**src/rtl/pipe_ex_sched.sv**
```systemverilog
// rtl/pipe_ex_sched.sv - round-robin, credit-gated scheduler feeding a 3-stage F=(A+B)+(C-D)+D pipe and result FIFO
module pipe_ex_sched #(
    parameter int N     = 10,
    parameter int DEPTH = 4
) (
    input  logic         clk_i,
    input  logic         rst_i,
    input  logic         req0_valid_i,
    output logic         req0_ready_o,
    input  logic [N-1:0] req0_a_i,
    input  logic [N-1:0] req0_b_i,
    input  logic [N-1:0] req0_c_i,
    input  logic [N-1:0] req0_d_i,
    input  logic         req1_valid_i,
    output logic         req1_ready_o,
    input  logic [N-1:0] req1_a_i,
    input  logic [N-1:0] req1_b_i,
    input  logic [N-1:0] req1_c_i,
    input  logic [N-1:0] req1_d_i,
    output logic         out_valid_o,
    input  logic         out_ready_i,
    output logic [N-1:0] out_f_o,
    output logic         out_tag_o,
    output logic         busy_o
);
    localparam int AW = $clog2(DEPTH);
    localparam int CW = AW + 1;
    localparam int OW = AW + 2;

    logic          s1_v_q, s1_v_d, s1_tag_q, s1_tag_d;
    logic [N-1:0]  s1_x1_q, s1_x1_d, s1_x2_q, s1_x2_d, s1_dd_q, s1_dd_d;
    logic          s2_v_q, s2_v_d, s2_tag_q, s2_tag_d;
    logic [N-1:0]  s2_x3_q, s2_x3_d, s2_dd_q, s2_dd_d;
    logic          s3_v_q, s3_v_d, s3_tag_q, s3_tag_d;
    logic [N-1:0]  s3_f_q, s3_f_d;
    logic [AW-1:0] wr_ptr_q, wr_ptr_d, rd_ptr_q, rd_ptr_d;
    logic [CW-1:0] count_q, count_d;
    logic          rr_last_q, rr_last_d;
    logic [N-1:0]  mem_f_q [DEPTH];
    logic [DEPTH-1:0] mem_tag_q;

    logic [OW-1:0] occupancy;
    logic          issue_ok, gnt0, gnt1, push, pop;

    always_comb begin
        // Each op holds a credit from accept until it is popped; a pop this cycle frees it next cycle.
        occupancy = OW'(s1_v_q) + OW'(s2_v_q) + OW'(s3_v_q) + OW'(count_q);
        issue_ok  = occupancy < OW'(DEPTH);
        gnt0      = issue_ok && req0_valid_i && (!req1_valid_i || rr_last_q);
        gnt1      = issue_ok && req1_valid_i && (!req0_valid_i || !rr_last_q);
        push      = s3_v_q;
        pop       = (count_q != '0) && out_ready_i;

        rr_last_d = rr_last_q;
        if (gnt0) begin
            rr_last_d = 1'b0;
        end else if (gnt1) begin
            rr_last_d = 1'b1;
        end

        s1_v_d   = gnt0 || gnt1;
        s1_tag_d = gnt1;
        s1_x1_d  = gnt1 ? req1_a_i + req1_b_i : req0_a_i + req0_b_i;
        s1_x2_d  = gnt1 ? req1_c_i - req1_d_i : req0_c_i - req0_d_i;
        s1_dd_d  = gnt1 ? req1_d_i : req0_d_i;

        s2_v_d   = s1_v_q;
        s2_tag_d = s1_tag_q;
        s2_x3_d  = s1_x1_q + s1_x2_q;
        s2_dd_d  = s1_dd_q;

        s3_v_d   = s2_v_q;
        s3_tag_d = s2_tag_q;
        s3_f_d   = s2_x3_q + s2_dd_q;

        wr_ptr_d = push ? wr_ptr_q + AW'(1) : wr_ptr_q;
        rd_ptr_d = pop ? rd_ptr_q + AW'(1) : rd_ptr_q;
        count_d  = count_q + CW'(push) - CW'(pop);
    end

    always_ff @(posedge clk_i) begin
        if (rst_i) begin
            s1_v_q    <= 1'b0;
            s2_v_q    <= 1'b0;
            s3_v_q    <= 1'b0;
            wr_ptr_q  <= '0;
            rd_ptr_q  <= '0;
            count_q   <= '0;
            rr_last_q <= 1'b1;
        end else begin
            s1_v_q    <= s1_v_d;
            s2_v_q    <= s2_v_d;
            s3_v_q    <= s3_v_d;
            wr_ptr_q  <= wr_ptr_d;
            rd_ptr_q  <= rd_ptr_d;
            count_q   <= count_d;
            rr_last_q <= rr_last_d;
        end
    end

    // Datapath registers need no reset: the valid bits qualify them.
    always_ff @(posedge clk_i) begin
        s1_tag_q <= s1_tag_d;
        s1_x1_q  <= s1_x1_d;
        s1_x2_q  <= s1_x2_d;
        s1_dd_q  <= s1_dd_d;
        s2_tag_q <= s2_tag_d;
        s2_x3_q  <= s2_x3_d;
        s2_dd_q  <= s2_dd_d;
        s3_tag_q <= s3_tag_d;
        s3_f_q   <= s3_f_d;
        if (push) begin
            mem_f_q[wr_ptr_q]   <= s3_f_q;
            mem_tag_q[wr_ptr_q] <= s3_tag_q;
        end
    end

    assign req0_ready_o = gnt0;
    assign req1_ready_o = gnt1;
    assign out_valid_o  = count_q != '0;
    assign out_f_o      = mem_f_q[rd_ptr_q];
    assign out_tag_o    = mem_tag_q[rd_ptr_q];
    assign busy_o       = s1_v_q || s2_v_q || s3_v_q || (count_q != '0);
endmodule

```
**config.mk**
```make
export PLATFORM = sky130hd
export DESIGN_NAME = pipe_ex_sched
export DESIGN_NICKNAME = d
export VERILOG_FILES = /design/src/rtl/pipe_ex_sched.sv
export SDC_FILE = /design/constraint.sdc
export NUM_CORES = 1
export LEC_CHECK = 0
export CAP_MARGIN = 20
export CORE_ASPECT_RATIO = 0.6
export CORE_MARGIN = 3
export CORE_UTILIZATION = 54
export CTS_CLUSTER_SIZE = 30
export DETAILED_ROUTE_END_ITERATION = 7
export PLACE_DENSITY = 0.85
export SLEW_MARGIN = 20
export SYNTH_ARGS = -nofsm -noshare
export SYNTH_HDL_FRONTEND = slang
export SYNTH_SLANG_ARGS = --single-unit
```
**constraint.sdc**
```tcl
create_clock -name clk_i -period 3.06 [get_ports clk_i]
set_clock_uncertainty 0.05 [all_clocks]
set_input_delay 0.306 -clock clk_i [delete_from_list [all_inputs] [get_ports clk_i]]
set_output_delay 0.306 -clock clk_i [all_outputs]
set_load 0.02 [all_outputs]
```
==> results_dict.tcl, run 1 <==
set metrics [dict create \
    cp-start-kind "register" \
    numCtsBuffers 17 \
    yosys.area_share.xor_xnor 0.06280 \
    final_antenna_net_count 0 \
    crit_chain "fa_1 -> ha_1 -> a311oi_2 -> nand3_1 -> inv_1 -> dlygate4sd2_1" \
    clock_power_share 0.284 \
    diodes 0 \
    dieHeight_um 89.51 \
    switching_share 0.3227 \
    vias 4783 \
    relSlewSlack 0.5360 \
    yosys.area_share.simple 0.1386 \
    synth_ff_type "dfxtp_1" \
    p_leak_uw 0.003291 \
    grt_use_total 0.2231 \
    yosysTopAreaCell "dfxtp_1" \
    cp_top_family "adder cells" \
    vdd_ir_drop_max_uv 498.6 \
    cap_violations 0 \
    syn_avg_cell_area_um2 10.55 \
    path_buf_inv 2 \
    hold_viol 0 \
    rsz0062_at_grt "false" \
    cts_post_setup_buffers_inserted 0 \
    syn_nets 750 \
    worstPathArrival_ns 2.54 \
    final_max_slew_viol_count 0 \
    min_period_over_period 0.9465 \
    fill_cells 749 \
    p_comb_frac 0.344 \
    drt_wl_total_mm 14.15 \
    setup_ws_ns 0.1639 \
    drtIter0Drc 346 \
    gp_congestion 0.9060 \
    area_growth_syn_to_layout_pct 27.21 \
    cts_tree "built" \
    yosysWarnings 0 \
    cts_hold_buf 0 \
    critPathMaxFanout 4 \
    antenna_found_initial 0 \
    cp_slowest_cell "fa_1" \
    drc 0 \
    internal_power_uw 4327 \
    outcome "complete, no violations" \
    seqPwrFrac 0.372 \
    synth-seq-area-share 0.4530 \
    grt_max_degree 32 \
    synth.area.top_cells "dfxtp_1 (24%), edfxtp_1 (21%), ha_1 (12%)" \
    start_util 0.5727 \
    dpl_worst_slack_ns 0.3440 \
    synth_top_area_share 0.2424 \
    cts-root-buf "clkbuf_16" \
    cts_max_path_buffers 2 \
    utilization 0.7286 \
    fin_crit_ns 2.896 \
    tns_ns 0 \
    core_area_mm2 0.01096 \
    netlist_area_mm2 0.006276 \
    io_pins 100 \
    numClockSinks 120 \
    synth-seq-cells 120 \
    dp_hpwl_mm 10.46 \
    setup_violations 0 \
    ys_types 49 \
    drive_gt1_frac 0.06825 \
    via_per_inst 5.479 \
    cp-end-kind "output pin" \
    synthAdderAreaFrac 0.1491 \
    min_path_type "reg -> reg" \
    synth_compound_area_frac 0.1114 \
    avgRoutedWirePerCell_um 16.21 \
    grt_pass1_vias 4859 \
    port_buffers 99 \
    clock.fmax_mhz 345.3 \
    netSwitchingPower_uw 2061 \
    cts-htree-levels 4 \
    synth_top_family_by_area "adder cells" \
    max_stage_delay_ns 0.43 \
    rows 29 \
    grt_first_pass_wirelength_mm 22.94 \
    crit_type "reg -> out" \
    drt_pre_antenna_iters 4 \
    die_width_um 145.2 \
    netlist_instances 595 \
    p_per_area_mw_per_mm2 800.1 \
    cp.required_ns 2.70 \
    synth-edff-count 44 \
    gr-total-overflow 0 \
    final_nets 860 \
    ys_async_sr_fraction 0 \
    insertion_delay_ns 0.41 \
    worstMarginPinSlew_ns 0.6951 \
    muxShareOfSynthArea 0.05243 \
    dieArea_mm2 0.01299 \
    path_clk_slew_ns 0.05 \
]
==> cell usage in the layout, fill, tap and decap left out, types with 5 or more instances in the layout <==
master	netlist	layout
a211oi_1	6	6
a21o_1	8	8
a21oi_1	31	31
and2_1	8	8
and3_1	5	5
clkbuf_16	0	19
clkdlybuf4s50_1	0	97
clkinv_2	0	6
dfxtp_1	76	76
edfxtp_1	44	44
fa_1	8	8
ha_1	62	62
inv_1	41	41
mux2i_1	7	7
mux4_2	11	11
nand2_1	54	54
nand3_1	23	23
nor2_1	41	41
nor2b_1	7	7
nor3_1	15	15
o211ai_1	8	8
o21ai_0	20	20
o21bai_1	5	5
o41ai_1	6	6
or3_1	10	10
or4_1	6	6
xnor2_1	27	27
xor2_1	18	18
==> timing repair <==
item	in CTS	in global routing
hold endpoints to repair	0	0
endpoints found under the setup margin	2	0
resized for setup	2	0
==> power by group through the flow <==
stage               logic, µW  registers, µW  clock network [µW]
finish                   2200           2380                1820
CTS                      2180           2380                1850
detailed placement       2150           2390                   0
global placement         2060           2360                   0
floorplan                1600           2270                   0
global route             2410           2420                1910
==> flip-flops by register name, summed over array words and instances (netlist names), 2 cells and up, named ones only <==
signal / count
s1_x2_q: 10
rd_ptr_q: 2
mem_tag_q: 4
s1_x1_q: 10
s3_f_q: 10
count_q: 3
wr_ptr_q: 2
s2_x3_q: 10
s1_dd_q: 10
mem_f_q: 40
s2_dd_q: 10
==> layer usage <==
layer,up-vias,routed length [µm],global-route usage
met5,-,0,0
met4,0,260,0.07235
met3,25,911,0.06028
met2,169,6668,0.3852
met1,2218,6306,0.2802
li1,2371,-,-
==> cell usage after synthesis (2+ instances only) <==
cell,number
o22ai_1,3
nand2_1,54
o2111ai_1,3
and3_1,5
fa_1,8
o211ai_1,8
nor2b_1,7
nor3_1,15
edfxtp_1,44
xor2_1,18
buf_1,2
inv_1,41
buf_2,8
xnor2_1,27
nand2b_1,2
or3_1,10
nor2_1,41
nor4_1,2
or4_1,6
ha_1,62
a21oi_1,31
mux2i_1,7
mux4_2,11
o41ai_1,6
o31ai_1,4
nand3b_1,2
a21o_1,8
o311ai_0,2
a2111oi_0,2
nand3_1,23
a211oi_1,6
dfxtp_1,76
o21ai_0,20
and2_1,8
o21bai_1,5
a31oi_1,3
nand4_1,3
==> area by class of cell <==
type | count | area (µm²) | area share
repair buffers | 102 | 1011 | 0.1266
clock buffers | 21 | 486.7 | 0.06096
flip-flops and latches | 120 | 2843 | 0.3561
inverters | 41 | 153.9 | 0.01928
well taps | 155 | 193.9 | 0.02429
multi-input cells | 423 | 3228 | 0.4043
clock inverters | 11 | 67.56 | 0.008463
==> cells by family after synthesis <==
logic type	Yosys count
mux	19
buf+inv	52
flops	120
xor+xnor	45
compound gates	107
fa+ha+maj	70
simple gates	182
==> metrics by stage <==
step	std cells	instance area [µm²]	hold WS, ns	total power (µW)
final	873	7984	0.2753	6388
after global routing	873	7984	0.2833	6739
after CTS	873	7984	0.2749	6405
after detailed placement	841	7432	0.2621	4546
after global placement	841	7432	0.2629	4428
after floorplan	595	6276	0.2596	3875
==> path summary, 6_finish.rpt <==
check | start | end | slack, ns | cells past startpoint
max | s1_v_q$_SDFF_PP0_ | req1_ready_o | 0.16 | 6
max reg2reg | s1_v_q$_SDFF_PP0_ | s1_x2_q[9]$_DFF_P_ | 0.38 | 7
min | s1_dd_q[7]$_DFF_P_ | s2_dd_q[7]$_DFF_P_ | 0.28 | 0
min reg2reg | s1_dd_q[7]$_DFF_P_ | s2_dd_q[7]$_DFF_P_ | 0.28 | 0
Power figures use the tool's default switching activity.
==> run 2, diff against run 1 <==
- CORE_ASPECT_RATIO: 0.6 -> unset
==> run 2 against run 1 <==
Against the previous run: critical endpoint unchanged; count of clock-buffer cells in the layout did not move; maximum frequency is 0.57% higher; critical path type unchanged; non-clock buffer count unchanged; largest power group unchanged.
==> results_dict.tcl, run 2 (same netlist as run 1, synthesis figures left out) <==
set metrics [dict create \
    cts-htree-levels 4 \
    via_per_inst 5.628 \
    cap_violations 0 \
    multi_input_area_mm2 0.003228 \
    grt_use_total 0.2147 \
    cts_post_setup_buffers_inserted 0 \
    final_max_slew_viol_count 0 \
    drt_pre_antenna_iters 5 \
    cts_hold_buf 0 \
    fill_cells 753 \
    r2r_end "s1_x2_q[9]$_DFF_P_" \
    mostFrequentLayoutCell "clkdlybuf4s50_1" \
    final_antenna_net_count 0 \
    dp_cells 826 \
    fin_crit_ns 2.880 \
    avgRoutedWirePerCell_um 15.60 \
    drt_wl_total_mm 13.38 \
    final_nets 860 \
    worstMarginPinSlew_ns 0.6978 \
    cp-endpoint "req1_ready_o" \
    crit_chain "fa_1 -> ha_1 -> a311oi_2 -> nand3_1 -> inv_1 -> dlygate4sd2_1" \
    grt_max_degree 32 \
    dpl_worst_slack_ns 0.2983 \
    gp_congestion 0.8632 \
    crit_type "reg -> out" \
    cp.required_ns 2.70 \
    p_per_area_mw_per_mm2 826.2 \
    cts-root-buf "clkbuf_16" \
    numClockSinks 120 \
    insertion_delay_ns 0.40 \
    drc 0 \
    drtIter0Drc 314 \
    critPathMaxFanout 4 \
    io_pins 100 \
    reg2regPathDepth 7 \
    reg2reg_from "s1_v_q$_SDFF_PP0_" \
    cp_top_family "adder cells" \
    area_growth_syn_to_layout_pct 28.07 \
    final_cell_mix "clkdlybuf4s50_1 (97), dfxtp_1 (76), ha_1 (62), nand2_1 (54), edfxtp_1 (44)" \
    outcome "complete, no violations" \
    grt_first_pass_wirelength_mm 22.29 \
    gr-total-overflow 0 \
    stdcell_count 858 \
    cp_slowest_cell "fa_1" \
    min_path_type "reg -> reg" \
    vdd_ir_drop_max_uv 735.5 \
    clock.fmax_mhz 347.3 \
    rsz0062_at_grt "false" \
    dieArea_mm2 0.01295 \
    relSlewSlack 0.5342 \
    start_util 0.5665 \
    min_period_over_period 0.9411 \
    top_layer "met4" \
    grt_pass1_vias 4959 \
    largest_reg_flops 40 \
    place_area_mm2 0.007413 \
    rrSetupSlack_ns 0.39 \
    dp_hpwl_mm 10.17 \
    ff_latch_area_mm2 0.002843 \
    wl_met1_mm 5.442 \
    die_width_um 113.8 \
    cp-start-kind "register" \
    wl_met3_um 723 \
    largest_register "mem_f_q" \
    final_area_mm2 0.008038 \
    setup_ws_ns 0.1804 \
    vias 4829 \
    wl_met2_mm 6.993 \
    path_buf_inv 2 \
    post_cts_resized 2 \
    diodes 0 \
    setup_violations 0 \
    antenna_found_initial 0 \
    dieHeight_um 113.8 \
    hold_viol 0 \
    cts_tree "built" \
    tns_ns 0 \
    core_area_mm2 0.01108 \
    p_leak_uw 0.003318 \
    cts_max_path_buffers 2 \
    worstPathArrival_ns 2.52 \
    path_clk_slew_ns 0.05 \
    max_stage_delay_ns 0.42 \
    port_buffers 99 \
    crit_cells 6 \
    rows 38 \
    drive_gt1_frac 0.06128 \
    cp-end-kind "output pin" \
    numCtsBuffers 17 \
    worstSetupStartpoint "s1_v_q$_SDFF_PP0_" \
    whs_path_depth 0 \
]
-- run 2: changes by cell type in the layout (fill, tap and decap cells not counted) --
cell | previous run | this run
clkinv_1 | 0 | 3
clkinv_4 | 1 | 0
clkinv_2 | 6 | 3
clkbuf_4 | 1 | 0
clkinvlp_4 | 1 | 0
clkbuf_8 | 0 | 1
inv_4 | 2 | 0
inv_6 | 1 | 0
clkbuf_1 | 1 | 3
clkbuf_16 | 19 | 17
bufinv_16 | 0 | 5
-- run 2: area by class of cell --
type | instances | area share
multi-input cells | 423 | 0.4016
repair buffers | 102 | 0.1258
clock buffers | 21 | 0.05604
inverters | 41 | 0.01915
well taps | 140 | 0.02179
clock inverters | 11 | 0.02195
flip-flops and latches | 120 | 0.3537
-- run 2: layer usage --
layer | track usage | up-vias
li1 | - | 2367
met1 | 0.2534 | 2244
met2 | 0.3910 | 193
met3 | 0.04668 | 25
met4 | 0.06413 | 0
met5 | 0 | -
-- run 2: stage by stage --
step	hold WS, ns	util	power [µW]
6_report	0.2773	0.7255	6641
4_1_cts	0.2756	0.7255	6658
3_5_place_dp	0.2643	0.6692	4543
5_1_grt	0.2819	0.7255	7002
2_1_floorplan	0.2596	-	3875
3_3_place_gp	0.2601	0.6692	4391
-- run 2: worst min path at each step --
stage	from	slack, ns	to
after floorplan	s1_dd_q[0]$_DFF_P_	0.26	s2_dd_q[0]$_DFF_P_
after global placement	s1_tag_q$_DFF_P_	0.26	s2_tag_q$_DFF_P_
after detailed placement	s1_dd_q[5]$_DFF_P_	0.26	s2_dd_q[5]$_DFF_P_
after CTS	s1_dd_q[5]$_DFF_P_	0.28	s2_dd_q[5]$_DFF_P_
after global routing	s1_dd_q[5]$_DFF_P_	0.28	s2_dd_q[5]$_DFF_P_
final	s1_dd_q[5]$_DFF_P_	0.28	s2_dd_q[5]$_DFF_P_
-- run 2: power by group --
part           internal [µW]  switching [µW]  leakage (µW)
clock                   1450             630      0.000307
combinational           1080            1120       0.00198
sequential              2110             250       0.00104
total                   4640            2000       0.00332
